File: config.mk
export PLATFORM = sky130hd
export DESIGN_NAME = add_arbiter
export DESIGN_NICKNAME = d
export VERILOG_FILES = /design/src/rtl/add_arbiter.sv
export SDC_FILE = /design/constraint.sdc
export NUM_CORES = 1
export LEC_CHECK = 0
export CORE_UTILIZATION = 35
export DETAILED_ROUTE_END_ITERATION = 10
export GPL_TIMING_DRIVEN = 0
export PLACE_DENSITY = 0.75
export RECOVER_POWER = 50
export SETUP_SLACK_MARGIN = 0.2
export SYNTH_ARGS = -nofsm -noshare
export SYNTH_HDL_FRONTEND = slang
export SYNTH_SLANG_ARGS = --single-unit
File: constraint.sdc
create_clock -name clk -period 7.6 [get_ports clk]
set_clock_uncertainty 0.05 [all_clocks]
set_input_delay 1.52 -clock clk [delete_from_list [all_inputs] [get_ports clk]]
set_output_delay 1.52 -clock clk [all_outputs]
set_load 0.05 [all_outputs]
File: src/rtl/add_arbiter.sv
// add_arbiter: round-robin arbiter that lets NREQ requesters share a single
// carry-lookahead adder. Each accepted operand pair produces one registered
// sum in a single-entry output slot, tagged with the requester index.

// ---------------------------------------------------------------------------
// 4-bit-group carry-lookahead adder. Carries ripple between groups and are
// looked ahead inside each group. Carry-out is intentionally not produced.
// ---------------------------------------------------------------------------
module add_arbiter_cla #(
  parameter int WIDTH = 32
) (
  input  logic [WIDTH-1:0] i_a,
  input  logic [WIDTH-1:0] i_b,
  output logic [WIDTH-1:0] o_sum
);
  localparam int NGRP = WIDTH / 4;

  logic [WIDTH-1:0] w_g;
  logic [WIDTH-1:0] w_p;
  logic [WIDTH-1:0] w_c;       // carry into each bit
  logic [NGRP-1:0]  w_grp_g;
  logic [NGRP-1:0]  w_grp_p;
  logic [NGRP-1:0]  w_grp_c;   // carry into each 4-bit group

  assign w_g = i_a & i_b;
  assign w_p = i_a ^ i_b;

  // Group generate / propagate for every 4-bit slice.
  always_comb begin
    // NOTE: every always_comb output gets a default first so no path can infer a latch.
    w_grp_g = '0;
    w_grp_p = '0;
    for (int k = 0; k < NGRP; k++) begin
      w_grp_g[k] = w_g[4*k+3]
                 | (w_p[4*k+3] & w_g[4*k+2])
                 | (w_p[4*k+3] & w_p[4*k+2] & w_g[4*k+1])
                 | (w_p[4*k+3] & w_p[4*k+2] & w_p[4*k+1] & w_g[4*k]);
      w_grp_p[k] = &w_p[4*k +: 4];
    end
  end

  // Group-level carry chain; a local running carry avoids a self-referencing vector.
  always_comb begin
    logic carry;
    // NOTE: blocking assignments here model combinational flow; only clocked state uses <=.
    carry   = 1'b0;
    w_grp_c = '0;
    for (int k = 0; k < NGRP; k++) begin
      w_grp_c[k] = carry;
      carry      = w_grp_g[k] | (w_grp_p[k] & carry);
    end
  end

  // Lookahead carries inside each group from that group's carry-in.
  always_comb begin
    w_c = '0;
    for (int k = 0; k < NGRP; k++) begin
      w_c[4*k]   = w_grp_c[k];
      w_c[4*k+1] = w_g[4*k] | (w_p[4*k] & w_grp_c[k]);
      w_c[4*k+2] = w_g[4*k+1]
                 | (w_p[4*k+1] & w_g[4*k])
                 | (w_p[4*k+1] & w_p[4*k] & w_grp_c[k]);
      w_c[4*k+3] = w_g[4*k+2]
                 | (w_p[4*k+2] & w_g[4*k+1])
                 | (w_p[4*k+2] & w_p[4*k+1] & w_g[4*k])
                 | (w_p[4*k+2] & w_p[4*k+1] & w_p[4*k] & w_grp_c[k]);
    end
  end

  assign o_sum = w_p ^ w_c;
endmodule

// ---------------------------------------------------------------------------
// Top: round-robin grant, operand mux, shared adder, single-entry result slot.
// ---------------------------------------------------------------------------
module add_arbiter #(
  parameter int NREQ  = 4,
  parameter int WIDTH = 32
) (
  input  logic                  clk,
  input  logic                  rst_n,
  input  logic [NREQ-1:0]       req_valid,
  output logic [NREQ-1:0]       req_ready,
  input  logic [NREQ*WIDTH-1:0] req_a,
  input  logic [NREQ*WIDTH-1:0] req_b,
  output logic                  rsp_valid,
  input  logic                  rsp_ready,
  output logic [WIDTH-1:0]      rsp_sum,
  output logic [1:0]            rsp_id,
  output logic [15:0]           txn_cnt
);
  localparam int IDW = 2;

  typedef enum logic {
    S_EMPTY = 1'b0,
    S_FULL  = 1'b1
  } state_t;

  state_t           r_state;
  logic [IDW-1:0]   r_ptr;
  logic [WIDTH-1:0] r_sum;
  logic [IDW-1:0]   r_id;
  logic [15:0]      r_cnt;

  logic             w_slot_free;
  logic             w_grant_vld;
  logic [IDW-1:0]   w_grant_id;
  logic             w_xfer;
  logic [WIDTH-1:0] w_a;
  logic [WIDTH-1:0] w_b;
  logic [WIDTH-1:0] w_sum;

  // The slot can take a new result when empty or being drained this cycle;
  // holding reset blocks every grant.
  assign w_slot_free = rst_n & ((r_state == S_EMPTY) | rsp_ready);

  // First valid requester searching from the priority pointer, wrapping mod NREQ.
  always_comb begin
    logic [IDW-1:0] idx;
    idx         = '0;
    w_grant_vld = 1'b0;
    w_grant_id  = '0;
    for (int k = 0; k < NREQ; k++) begin
      idx = r_ptr + IDW'(k);
      if (!w_grant_vld && req_valid[idx]) begin
        w_grant_vld = 1'b1;
        w_grant_id  = idx;
      end
    end
  end

  assign w_xfer    = w_slot_free & w_grant_vld;
  assign req_ready = w_xfer ? (NREQ'(1) << w_grant_id) : '0;

  // Route the granted requester's operands into the shared adder.
  always_comb begin
    w_a = '0;
    w_b = '0;
    for (int i = 0; i < NREQ; i++) begin
      if (w_grant_id == IDW'(i)) begin
        w_a = req_a[i*WIDTH +: WIDTH];
        w_b = req_b[i*WIDTH +: WIDTH];
      end
    end
  end

  add_arbiter_cla #(.WIDTH(WIDTH)) u_cla (
    .i_a   (w_a),
    .i_b   (w_b),
    .o_sum (w_sum)
  );

  // Slot state machine with registered result, tag, priority pointer and counter.
  always_ff @(posedge clk) begin
    if (!rst_n) begin
      r_state <= S_EMPTY;
      r_ptr   <= '0;
      r_sum   <= '0;
      r_id    <= '0;
      r_cnt   <= '0;
    end else if (w_xfer) begin
      r_state <= S_FULL;
      r_sum   <= w_sum;
      r_id    <= w_grant_id;
      r_ptr   <= w_grant_id + IDW'(1);
      r_cnt   <= r_cnt + 16'd1;
    end else if ((r_state == S_FULL) && rsp_ready) begin
      r_state <= S_EMPTY;
    end
  end

  assign rsp_valid = (r_state == S_FULL);
  assign rsp_sum   = r_sum;
  assign rsp_id    = r_id;
  assign txn_cnt   = r_cnt;
endmodule

==> run summary <==
DRC violation total after the first TritonRoute iteration -> 377
Total Wirelength -> 23.7 mm
Simple-gate share of the synthesized area -> 0.228
Number of clock buffers inserted by TritonCTS -> 5
CTS root buf -> clkbuf_16
Setup total negative slack -> 0 ns
Area occupied by registers -> 1060 um2
First-pass iteration count of the detailed router -> 5
Clock latency on the worst-skew pair -> 0.29 ns
Fin util -> 0.605
Overall Global Routing Usage -> 0.306
Worst setup path endpoint -> rsp_sum[16]
Top cell type's share of synthesized area -> 0.203
DIE AREA -> 15400 um2
CTS Hold Buffers Added -> 0
Weighted congestion reported at the end of routability-driven placement -> 0.930
Distinct cell type count after synthesis -> 44
Placed Instance Area -> 8610 um2
Area of the multi-input gates -> 3860 um2
Final cycle utilization of the critical path -> 0.928
Destination of the worst register-to-register timing path -> rsp_sum[16]
Adder-cell share of the synthesized area -> 0.117
GRT overflow -> 0
Starting density of the core -> 0.359
Highest net fanout along the worst path -> 10
Final routed wire length divided by cell count -> 18.6 um
Vias in the first global route -> 6508
Global-route track usage on met3 -> 0.0572
Post-synth EDFFs -> 0
Final setup viols -> 0
Pins Over Slew Limit -> 0
Fraction of power spent switching nets -> 0.505
Leakage -> 3.67 nW
Number of failing hold endpoints at the final stage -> 0
Post CTS Setup Buffer Count -> 0
Per-cell via count in the routed design -> 5.36
Die width -> 124 um
Mean instance size in the synthesized netlist -> 6.81 um2
Post-synthesis to final-layout area growth -> 68.7%
Worst path arrival time -> 7.24 ns
Max clock buf depth -> 2
Gate Count Post-Synth -> 766
Area contributors post-synth -> dfxtp_1 20%, a22oi_1 8.8%, ha_1 8.6%
Ys flop type -> dfxtp_1
Critical path required time -> 7.79 ns
Worst Setup Path Type -> in -> reg
Xor and xnor fraction of the mapped netlist area -> 0.0604
GR met1 Demand/Resource -> 0.394
Number of cells on the worst reg-to-reg path -> 26
Maximum number of pins on one net before global-route repair -> 18
Post-detail-place hpwl -> 19.8 mm
Remaining antenna violation count after routing -> 0
Period minus WS final -> 7.05 ns
Tightest Pin Transition -> 0.641 ns
Mux contribution to synthesized area -> 0.00192
Number of gates resized after CTS -> 0
Biggest area consumer among synthesized cells -> dfxtp_1
P per Cell Area -> 258 nW/um2
Max-Slew Margin vs Limit -> 0.572
Global routing's busiest layer -> met2
Number of rows created at floorplan -> 44
GR Util met2 -> 0.508
Flip-flop and latch count after synthesis -> 53
Worst min path class -> reg -> reg
Design area -> 8800 um2
Complex-gate fraction of the synthesized area -> 0.329
PnR Total Power -> 2.27 mW
Sort of element at the start of the critical path -> input pin
Synth async-reset ratio -> 0
Clock tree from TritonCTS -> yes
Number of fillers in the final layout -> 1376
Initial antenna violation count -> 3
Net count reported at finish -> 1396
Sequential group share of total power -> 0.169
Most common cell after layout, fill and taps aside -> clkdlybuf4s50_1
Largest family of logic cells by synthesized area -> compound AO/OA/AOI/OAI gates
Internal power of the cells -> 1.12 mW
Run status -> complete, no violations
Port buffer count -> 316
Worst reg2reg startpoint -> r_ptr[1]
Wire length of the first global-routing pass -> 35.4 mm
Combinational fraction of design power -> 0.717
Max Fclk -> 142 MHz
Register area share after synthesis -> 0.203
Fraction of layout instances using a drive strength above 1 -> 0.0220
Commonest cells after routing, fill and taps aside -> 264 x clkdlybuf4s50_1, 99 x nor2_1, 89 x a21oi_1
Core area -> 14500 um2
Via count -> 6834
Clock transition at the register clock pins on the worst setup and hold paths after CTS -> 0.07 ns
Chip Height -> 124 um
Unrepaired setup endpoints after global routing -> no
VDD IR max -> 130 uV
Net Switching -> 1.15 mW
Yosys Warn Count -> 0
Startpoint of the worst setup timing path -> req_valid[0]
Clock sinks -> 53
Count of pins on the block boundary -> 318
Total number of H-tree levels -> 2
Portion of total power attributed to the clock network -> 0.114
Detailed-route DRC error count -> 0
Total of max-cap violations -> 0
Worst setup slack for register-to-register paths -> 1.85 ns
Synthesized netlist net count -> 1073
Cell area after synthesis -> 5220 um2
CP endpoint kind -> flip-flop
## cells by family (layout without fill, tap and decap cells)
logic type	Yosys count	in the layout
AOI/OAI and AO/OA	278	278
xor gates and xnor gates	36	36
adders and majority gates	44	44
buffers and inverters	83	407
DFF	53	53
muxes	1	1
other	0	1
and+or+nand+nor	271	271
## worst max-delay path: stages
cell and delay, ns:
dlygate4sd3_1 0.60, mux2i_1 0.15, nor2_1 0.09, nor3_4 0.32, inv_1 0.12, ha_1 0.27
nor2b_1 0.15, clkbuf_1 0.19, clkbuf_2 0.28, a22oi_1 0.19, nor2_1 0.06, a21oi_1 0.20
nor2_1 0.06, a21oi_1 0.24, inv_1 0.07, ha_1 0.31, a211o_1 0.31, a21oi_2 0.23
o21ai_1 0.14, a21o_1 0.24, a211o_1 0.30, inv_1 0.11, nor2_1 0.06, nor3_1 0.29
fa_1 0.50, nand2_1 0.08, o211a_1 0.14
## worst min-delay path by stage
stage	from	end	slack [ns]	depth (start not counted)
final	rsp_sum[19]	rsp_sum[19]	0.40	2
after global routing	rsp_sum[19]	rsp_sum[19]	0.42	2
after CTS	rsp_sum[19]	rsp_sum[19]	0.41	2
after detailed placement	rsp_sum[19]	rsp_sum[19]	0.40	2
after global placement	rsp_sum[19]	rsp_sum[19]	0.39	2
after floorplan	r_ptr[0]	r_ptr[0]	0.42	2
## cell usage after synthesis, drive strengths merged, types with 5 or more instances
| library cell | number |
|---|---|
| a21o | 11 |
| xor2 | 18 |
| nor2 | 99 |
| nor3 | 9 |
| fa | 8 |
| xnor2 | 18 |
| a22oi | 61 |
| a211oi | 8 |
| o21ai | 78 |
| nand4 | 5 |
| and2 | 22 |
| o211a | 8 |
| dfxtp | 53 |
| a21oi | 90 |
| ha | 36 |
| nand2 | 83 |
| nand3 | 40 |
| buf | 12 |
| clkbuf | 45 |
| inv | 26 |
## routing by layer
layer	share of wire	wire length [um]	vias to the layer above
met1	0.43	10200	3117
met5	0.0012	28	-
met4	0.030	708	4
li1	-	-	3356
met2	0.46	11000	306
met3	0.076	1800	51
## power groups by stage
stage          clock network [mW]  logic, mW  registers (mW)
2_1_floorplan                   0      0.832           0.605
3_3_place_gp                    0       1.61           0.391
3_5_place_dp                    0       1.62           0.392
4_1_cts                     0.261       1.63           0.387
5_1_grt                     0.269       1.79           0.393
6_report                    0.258       1.63           0.385
## registers in the layout, indices dropped and copies added (netlist names)
signal and cells:
rsp_id 2, txn_cnt 16, r_ptr 2, rsp_sum 32, rsp_valid 1
## cell type report
type,count,area share
antenna,1,0.000284
buffer,57,0.0250
clock buffer,5,0.0142
clock inverter,3,0.00498
inverter,26,0.0111
multi-input combinational,630,0.438
sequential,53,0.121
tap,184,0.0262
timing repair buffer,316,0.359
## metrics by stage
| stage | instances | worst slack [ns] | hold slack [ns] |
|---|---|---|---|
| floorplan | 766 | 1.65 | 0.417 |
| global placement | 1266 | 0.159 | 0.391 |
| detailed placement | 1266 | 0.0100 | 0.398 |
| CTS | 1274 | 0.281 | 0.408 |
| global route | 1275 | 0.134 | 0.424 |
| finish | 1275 | 0.548 | 0.398 |
No activity file was read; power rests on OpenSTA's default activity.
